[config.mk]
export PLATFORM = sky130hd
export DESIGN_NAME = block_game_sequencer_flat
export DESIGN_NICKNAME = d
export VERILOG_FILES = /design/src/rtl/block_game_sequencer_if.sv /design/src/rtl/block_game_sequencer.sv /design/src/flat_wrapper.sv
export SDC_FILE = /design/constraint.sdc
export NUM_CORES = 1
export LEC_CHECK = 0
export BUFFER_PORTS_ARGS = -buffer_cell sky130_fd_sc_hd__buf_4
export CAP_MARGIN = 20
export CORE_MARGIN = 8
export CORE_UTILIZATION = 45
export CTS_CLUSTER_SIZE = 25
export DETAILED_ROUTE_END_ITERATION = 6
export GPL_ROUTABILITY_DRIVEN = 0
export HOLD_SLACK_MARGIN = 0.03
export MAX_ROUTING_LAYER = met4
export PLACE_DENSITY = 0.66
export SYNTH_ARGS = -nofsm -noshare
export SYNTH_HDL_FRONTEND = slang
export SYNTH_SLANG_ARGS = --single-unit
[constraint.sdc]
create_clock -name clk -period 3.6 [get_ports clk]
set_input_delay 0.72 -clock clk [delete_from_list [all_inputs] [get_ports clk]]
set_output_delay 0.72 -clock clk [all_outputs]
set_load 0.03 [all_outputs]
[src/rtl/block_game_sequencer_if.sv]
// Control/status bundle between the game sequencer and its neighbours (debouncers, position logic,
// frame timing). master drives the inputs of the sequencer; slave is the sequencer itself.
interface block_game_sequencer_if;
    logic       frame_tick;
    logic       start;
    logic       up;
    logic       down;
    logic       left;
    logic       right;
    logic [9:0] xpos;
    logic [9:0] ypos;
    logic       step_vld;
    logic [1:0] step_dir;
    logic       respawn;
    logic       freeze;
    logic [2:0] state;
    logic [1:0] lives;

    modport master (
        output frame_tick, start, up, down, left, right, xpos, ypos,
        input  step_vld, step_dir, respawn, freeze, state, lives
    );

    modport slave (
        input  frame_tick, start, up, down, left, right, xpos, ypos,
        output step_vld, step_dir, respawn, freeze, state, lives
    );
endinterface

[src/rtl/block_game_sequencer.sv]
// Game sequencer: button arbitration, paced step commands, per-frame hazard/goal checks, lives.
// Optional BLOCK_GAME_ACCEL_EN: after 8 same-direction steps the step interval drops to 1 tick.
module block_game_sequencer #(
    parameter int unsigned STEP_DIV   = 2,
    parameter int unsigned HIT_FRAMES = 60,
    parameter int unsigned LIVES_INIT = 3,
    parameter int unsigned RED_X0     = 417,
    parameter int unsigned RED_X1     = 527,
    parameter int unsigned RED_Y0     = 300,
    parameter int unsigned RED_Y1     = 475,
    parameter int unsigned GOAL_X0    = 528,
    parameter int unsigned GOAL_X1    = 784,
    parameter int unsigned GOAL_Y0    = 476,
    parameter int unsigned GOAL_Y1    = 515,
    parameter int unsigned HALF       = 5
) (
    input logic                  clk,
    input logic                  rst,
    block_game_sequencer_if.slave bus
);

    localparam int unsigned HitW      = $clog2(HIT_FRAMES + 1);
    localparam logic [HitW-1:0] HitInit = HitW'(HIT_FRAMES);
    localparam logic [3:0]  StepLoad  = 4'(STEP_DIV - 1);
    localparam logic [1:0]  LivesLoad = 2'(LIVES_INIT);

    typedef enum logic [2:0] {
        StIdle = 3'd0,
        StPlay = 3'd1,
        StHit  = 3'd2,
        StWin  = 3'd3,
        StOver = 3'd4
    } state_e;

    state_e          state_q, state_d;
    logic [1:0]      lives_q, lives_d;
    logic [3:0]      cp_q, cp_d;
    logic [HitW-1:0] hit_q, hit_d;
    logic            step_vld_q, step_vld_d;
    logic [1:0]      step_dir_q, step_dir_d;
    logic            respawn_q, respawn_d;
    logic            start_q;

    logic       any_held;
    logic [1:0] win_dir;
    logic [3:0] step_load;
    logic       hazard, goal, start_rise;

    // Centre +/- HALF against an inclusive box; the low side clamps at 0 instead of wrapping.
    function automatic logic overlap(input logic [9:0] x, input logic [9:0] y,
                                     input logic [10:0] x0, input logic [10:0] x1,
                                     input logic [10:0] y0, input logic [10:0] y1);
        logic [10:0] xh, xl, yh, yl;
        xh = {1'b0, x} + 11'(HALF);
        yh = {1'b0, y} + 11'(HALF);
        xl = ({1'b0, x} >= 11'(HALF)) ? {1'b0, x} - 11'(HALF) : 11'd0;
        yl = ({1'b0, y} >= 11'(HALF)) ? {1'b0, y} - 11'(HALF) : 11'd0;
        return (xh >= x0) && (xl <= x1) && (yh >= y0) && (yl <= y1);
    endfunction

    always_comb begin
        any_held = bus.right | bus.left | bus.up | bus.down;
        if (bus.right)     win_dir = 2'b00;
        else if (bus.left) win_dir = 2'b01;
        else if (bus.up)   win_dir = 2'b10;
        else               win_dir = 2'b11;
        hazard = overlap(bus.xpos, bus.ypos, 11'(RED_X0), 11'(RED_X1), 11'(RED_Y0), 11'(RED_Y1));
        goal   = overlap(bus.xpos, bus.ypos, 11'(GOAL_X0), 11'(GOAL_X1), 11'(GOAL_Y0),
                         11'(GOAL_Y1));
        start_rise = bus.start & ~start_q;
    end

`ifdef BLOCK_GAME_ACCEL_EN
    localparam logic [3:0] AccelSteps = 4'd8;
    logic [3:0] acc_q, acc_d, acc_base, acc_step;

    // Run length of same-direction steps, saturating at AccelSteps.
    always_comb begin
        acc_base  = (any_held && win_dir == step_dir_q) ? acc_q : 4'd0;
        acc_step  = (acc_base >= AccelSteps) ? acc_base : acc_base + 4'd1;
        step_load = (acc_step >= AccelSteps) ? 4'd0 : StepLoad;
    end

    always_comb begin
        acc_d = acc_base;
        if (state_q != StPlay || state_d != StPlay) acc_d = 4'd0;
        else if (step_vld_d)                        acc_d = acc_step;
    end

    always_ff @(posedge clk) begin
        if (!rst) acc_q <= 4'd0;
        else      acc_q <= acc_d;
    end
`else
    assign step_load = StepLoad;
`endif

    always_comb begin
        state_d    = state_q;
        lives_d    = lives_q;
        cp_d       = cp_q;
        hit_d      = hit_q;
        step_vld_d = 1'b0;
        step_dir_d = step_dir_q;
        case (state_q)
            StIdle: begin
                if (bus.start) begin
                    state_d = StPlay;
                    lives_d = LivesLoad;
                end
            end
            StPlay: begin
                if (!any_held) begin
                    cp_d = 4'd0;
                end else if (bus.frame_tick) begin
                    if (cp_q == 4'd0) begin
                        step_vld_d = 1'b1;
                        step_dir_d = win_dir;
                        cp_d       = step_load;
                    end else begin
                        cp_d = cp_q - 4'd1;
                    end
                end
                if (bus.frame_tick) begin
                    if (hazard) begin
                        state_d = StHit;
                        lives_d = (lives_q == 2'd0) ? 2'd0 : lives_q - 2'd1;
                        hit_d   = HitInit;
                    end else if (goal) begin
                        state_d = StWin;
                    end
                end
                if (state_d != StPlay) cp_d = 4'd0;
            end
            StHit: begin
                if (hit_q == '0) begin
                    state_d = (lives_q == 2'd0) ? StOver : StPlay;
                end else if (bus.frame_tick) begin
                    hit_d = hit_q - 1'b1;
                end
            end
            StWin, StOver: begin
                if (start_rise) begin
                    state_d = StPlay;
                    lives_d = LivesLoad;
                end
            end
            default: state_d = StIdle;
        endcase
        respawn_d = (state_d == StPlay) && (state_q != StPlay);
    end

    always_ff @(posedge clk) begin
        if (!rst) begin
            state_q    <= StIdle;
            lives_q    <= LivesLoad;
            cp_q       <= 4'd0;
            hit_q      <= '0;
            step_vld_q <= 1'b0;
            step_dir_q <= 2'b00;
            respawn_q  <= 1'b0;
            start_q    <= 1'b0;
        end else begin
            state_q    <= state_d;
            lives_q    <= lives_d;
            cp_q       <= cp_d;
            hit_q      <= hit_d;
            step_vld_q <= step_vld_d;
            step_dir_q <= step_dir_d;
            respawn_q  <= respawn_d;
            start_q    <= bus.start;
        end
    end

    assign bus.step_vld = step_vld_q;
    assign bus.step_dir = step_dir_q;
    assign bus.respawn  = respawn_q;
    assign bus.freeze   = (state_q != StPlay);
    assign bus.state    = state_q;
    assign bus.lives    = lives_q;

endmodule

[src/flat_wrapper.sv]
// flat-port wrapper written by rule: the top's interface ports become plain ports
module block_game_sequencer_flat 
#(
    parameter int unsigned STEP_DIV   = 2,
    parameter int unsigned HIT_FRAMES = 60,
    parameter int unsigned LIVES_INIT = 3,
    parameter int unsigned RED_X0     = 417,
    parameter int unsigned RED_X1     = 527,
    parameter int unsigned RED_Y0     = 300,
    parameter int unsigned RED_Y1     = 475,
    parameter int unsigned GOAL_X0    = 528,
    parameter int unsigned GOAL_X1    = 784,
    parameter int unsigned GOAL_Y0    = 476,
    parameter int unsigned GOAL_Y1    = 515,
    parameter int unsigned HALF       = 5
)
  (clk, rst, bus_frame_tick, bus_start, bus_up, bus_down, bus_left, bus_right, bus_xpos, bus_ypos, bus_step_vld, bus_step_dir, bus_respawn, bus_freeze, bus_state, bus_lives);
  block_game_sequencer_if bus_i ();
  input logic clk;
  input logic rst;
  input wire logic [$bits(bus_i.frame_tick)-1:0] bus_frame_tick;
  input wire logic [$bits(bus_i.start)-1:0] bus_start;
  input wire logic [$bits(bus_i.up)-1:0] bus_up;
  input wire logic [$bits(bus_i.down)-1:0] bus_down;
  input wire logic [$bits(bus_i.left)-1:0] bus_left;
  input wire logic [$bits(bus_i.right)-1:0] bus_right;
  input wire logic [$bits(bus_i.xpos)-1:0] bus_xpos;
  input wire logic [$bits(bus_i.ypos)-1:0] bus_ypos;
  output wire logic [$bits(bus_i.step_vld)-1:0] bus_step_vld;
  output wire logic [$bits(bus_i.step_dir)-1:0] bus_step_dir;
  output wire logic [$bits(bus_i.respawn)-1:0] bus_respawn;
  output wire logic [$bits(bus_i.freeze)-1:0] bus_freeze;
  output wire logic [$bits(bus_i.state)-1:0] bus_state;
  output wire logic [$bits(bus_i.lives)-1:0] bus_lives;
  assign bus_i.frame_tick = bus_frame_tick;
  assign bus_i.start = bus_start;
  assign bus_i.up = bus_up;
  assign bus_i.down = bus_down;
  assign bus_i.left = bus_left;
  assign bus_i.right = bus_right;
  assign bus_i.xpos = bus_xpos;
  assign bus_i.ypos = bus_ypos;
  assign bus_step_vld = bus_i.step_vld;
  assign bus_step_dir = bus_i.step_dir;
  assign bus_respawn = bus_i.respawn;
  assign bus_freeze = bus_i.freeze;
  assign bus_state = bus_i.state;
  assign bus_lives = bus_i.lives;
  block_game_sequencer #(.STEP_DIV(STEP_DIV), .HIT_FRAMES(HIT_FRAMES), .LIVES_INIT(LIVES_INIT), .RED_X0(RED_X0), .RED_X1(RED_X1), .RED_Y0(RED_Y0), .RED_Y1(RED_Y1), .GOAL_X0(GOAL_X0), .GOAL_X1(GOAL_X1), .GOAL_Y0(GOAL_Y0), .GOAL_Y1(GOAL_Y1), .HALF(HALF)) u_core (.clk(clk), .rst(rst), .bus(bus_i));
endmodule
==> flow_summary.yaml <==
grt:
  globalRoute.totalOverflow: 0
  grt_pass1_wl_um: 10400
  first_global_vias: 2295
  pin_count_of_the_biggest_net_entering_global_routing: 18
  grt_antenna_before_repair: 0
  grt_usage_pct: 16.3
power_and_ir_drop:
  power.static_leakage_nw: 1.03
  ir_drop_v: 0.000136
  power_per_cell_area_nw_per_um2: 225
  p_total_mw: 0.608
clock_network:
  clkLatencyLatePin_ps: 260
  tritoncts: "built"
  post_cts_resized: 0
  clock_tree.htree_level_count: 1
  tritoncts_num_sinks: 20
  cts_made_buffers: 3
  cts-root-buf: "sky130_fd_sc_hd__clkbuf_8"
  cts.reportedPaths.clkPinSlew_ps: 70
  postCtsSetupRepairBufs: 0
  cts-hold-fix-buffers: 0
  clk_path_buf_depth: 2
floorplan:
  die_width_um: 89.3
  floorplan.rows: 26
  initial_utilization_pct: 47.1
  die_height_um: 89.3
  top_level_pins: 38
  core_um2: 5140
  die_ar_um2: 7980
sta:
  hold_viol_final: 0
  setup_viol: 0
  setup_total_negative_slack_ps: 0
  unrepaired_setup_endpoints_after_global_routing: "false"
  clock_period_minus_final_worst_setup_slack_ps: 3200
  timing.slew.headroom_pct: 60.9
  final_critical_path_setup_slack_ps: 399
  fmax_mhz: 312
  final_max_slew_viol_count: 0
  clock_skew_ps: 3.08
  transition_time_of_the_tightest_slew_check_pin_ps: 587
  holdWs_ps: 451
  period_share_pct: 88.9
synth:
  syn-num-nets: 372
  warnings_synthesis: 0
  synthCells: 335
  synth_cell_area_um2: 2420
  postSynthRegisterBits: 20
  count_of_flip_flops_with_a_built_in_enable_after_synthesis: 0
  synth_flop_cell: "sky130_fd_sc_hd__dfxtp_1"
  proportion_of_synthesized_chip_area_in_sequential_cells_pct: 16.6
  synth_async_sr_flop_share_pct: 0
  ys_types: 76
  post_synth.cell_area_avg_um2: 7.22
critical_path:
  critPathCaptureType: "flip-flop"
  cp.required_ps: 3740
  path_cells: "buf_4 -> inv_1 -> ha_1 -> nand2b_1 -> and4b_4 -> mux2_4 -> a21oi_2 -> a21boi_1 -> or4b_4 -> or2_1 -> a31oi_4 -> nor2_1"
  setup.worst_path.class: "primary input to flip-flop"
  worstPathBufferInverterCount: 2
  reg2reg_from: "u_core.bus.state[0]$_SDFF_PN0_"
  startpoint_type: "primary input"
  cpMaxStageDelayCell: "sky130_fd_sc_hd__or4b_4"
  reg2reg_slack_ps: 1290
  slowest_delay_ps: 510
  crit_arrival_ps: 3340
  capture_instance_of_the_worst_register_to_register_path: "u_core.bus.step_dir[1]$_SDFFE_PN0P_"
  worst_r2r_path_depth: 6
  critPathTopFamily: "simple AND/OR/NAND/NOR gates"
  worst-path-max-fanout: 10
final_layout:
  drive_gt1_share_pct: 17.9
  total_of_fill_cells_in_the_finished_design: 533
  finish.instance_area_um2: 2700
  antenna_cells: 0
  net_total_in_the_final_layout: 391
  most_common_cell_after_layout_fill_and_taps_aside: "sky130_fd_sc_hd__buf_4"
  layout.cells.most_common_list: "sky130_fd_sc_hd__buf_4 (39), sky130_fd_sc_hd__nor2_1 (33), sky130_fd_sc_hd__a21oi_1 (24), sky130_fd_sc_hd__nand2_1 (24), sky130_fd_sc_hd__inv_1 (22)"
  syn2layout_area_growth_pct: 11.4
route:
  drt-vias-per-instance: 6.00
  final_antenna_net_count: 0
  num_vias: 2532
  drt_pass1_iterations: 6
  routedWlPerCell_um: 14.8
  detail_route.drc_violations: 0
  wirelength_routed_um: 6230
  drt_iter0_drc: 99
placed_design:
  portBuffers: 37
  detailedPlace.worstSlack_ps: 120
  place_area_um2: 2650
  dp_hpwl_um: 4700
hold_path:
  end_point_of_the_worst_hold_path: "u_core.bus.step_dir[0]$_SDFFE_PN0P_"
  min_from: "u_core.bus.step_dir[0]$_SDFFE_PN0P_"
  worst_hold_path.num_cells: 2
  hold_class: "flip-flop to flip-flop"
outcome:
  run_status: "finished, final reports clean"
job:
  cap_viol_max_count: 0
[worst reg2reg max path: cells and delay by family, from the launching register on]
kind                   cells  cell delay [ps]
buffers and inverters      1              120
AO/OA/AOI/OAI              1              120
AND/OR/NAND/NOR            4             1530
flip-flops                 1              480
[Yosys cell counts, types with 3 or more instances]
library cell,n,area share (%)
sky130_fd_sc_hd__nor2_1,33,5.1
sky130_fd_sc_hd__a21oi_1,24,5.0
sky130_fd_sc_hd__nand2_1,24,3.7
sky130_fd_sc_hd__inv_1,22,3.4
sky130_fd_sc_hd__dfxtp_1,20,17
sky130_fd_sc_hd__o21ai_0,20,4.1
sky130_fd_sc_hd__nor3_1,13,2.7
sky130_fd_sc_hd__nand3_1,12,2.5
sky130_fd_sc_hd__buf_2,10,2.1
sky130_fd_sc_hd__ha_1,9,4.7
sky130_fd_sc_hd__clkbuf_1,8,1.2
sky130_fd_sc_hd__xnor2_1,7,2.5
sky130_fd_sc_hd__nor4_1,6,1.6
sky130_fd_sc_hd__or3_1,6,1.6
sky130_fd_sc_hd__a31oi_1,5,1.3
sky130_fd_sc_hd__nand2b_1,5,1.3
sky130_fd_sc_hd__o31ai_1,5,1.6
sky130_fd_sc_hd__or4_1,5,1.6
sky130_fd_sc_hd__a211oi_1,4,1.2
sky130_fd_sc_hd__buf_6,4,1.9
sky130_fd_sc_hd__mux2i_1,4,1.7
sky130_fd_sc_hd__nand4_1,4,1.0
sky130_fd_sc_hd__o211ai_1,4,1.2
sky130_fd_sc_hd__o21ai_2,4,1.4
sky130_fd_sc_hd__a2111oi_2,3,1.9
sky130_fd_sc_hd__a211o_1,3,1.1
sky130_fd_sc_hd__nor3b_1,3,0.93
sky130_fd_sc_hd__o211a_1,3,1.2
sky130_fd_sc_hd__o21a_1,3,0.93
sky130_fd_sc_hd__o22ai_1,3,0.78
sky130_fd_sc_hd__xor2_1,3,1.1
[area by class of cell]
cell class              count  area (um2)  area share, %
flip-flops and latches     20         400           14.9
well taps                  70        87.6           3.25
inverters                  23        86.3           3.20
repair buffers             39         293           10.9
multi-input cells         267        1790           66.3
clock buffers               3        41.3           1.53
[registers in the layout (all words and copies together) (netlist names)]
register / cells
u_core.bus.lives: 2
u_core.bus.respawn: 1
u_core.bus.state: 3
u_core.bus.step_dir: 2
u_core.bus.step_vld: 1
u_core.cp_q: 4
u_core.hit_q: 6
u_core.start_q: 1
[worst max-delay path by stage]
stage          cells past startpoint        start                                to
6_report                          12  bus_xpos[0]      u_core.hit_q[1]$_SDFFE_PN0P_
5_1_grt                           12  bus_xpos[0]  u_core.bus.lives[1]$_SDFFE_PN1P_
4_1_cts                           12  bus_xpos[0]      u_core.hit_q[1]$_SDFFE_PN0P_
3_5_place_dp                      12  bus_xpos[0]      u_core.hit_q[1]$_SDFFE_PN0P_
3_3_place_gp                      12  bus_xpos[0]      u_core.hit_q[1]$_SDFFE_PN0P_
2_1_floorplan                     13  bus_xpos[0]      u_core.hit_q[1]$_SDFFE_PN0P_
[routing by layer]
layer	share of wire [%]	track usage [%]	wire length (um)
met1	48	21.1	2970
met2	45	25.4	2830
met3	4.6	1.01	284
met4	2.3	7.25	141
met5	0	-	0
[per-stage QoR]
step / instances / utilization [%]
after floorplan: 335 / -
after global placement: 419 / 51.6
after detailed placement: 419 / 51.6
after CTS: 422 / 52.4
after global routing: 422 / 52.4
final: 422 / 52.4
[report_power, final]
part | internal, mW | total, mW | switching (mW)
Combinational | 0.0885 | 0.228 | 0.140
Clock | 0.0745 | 0.145 | 0.0710
Sequential | 0.227 | 0.234 | 0.00637
Total | 0.390 | 0.608 | 0.217
[cell families (layout without fill, tap and decap cells)]
family / count (synthesis) / in the layout / synth area share (%)
mux: 6 / 6 / 2.74
simple gates: 135 / 135 / 31.1
buf+inv: 48 / 65 / 9.57
fa+ha+maj: 9 / 9 / 4.66
flops: 20 / 20 / 16.6
xor+xnor: 10 / 10 / 3.62
compound gates: 107 / 107 / 31.7
(Power assumes the default switching activity.)
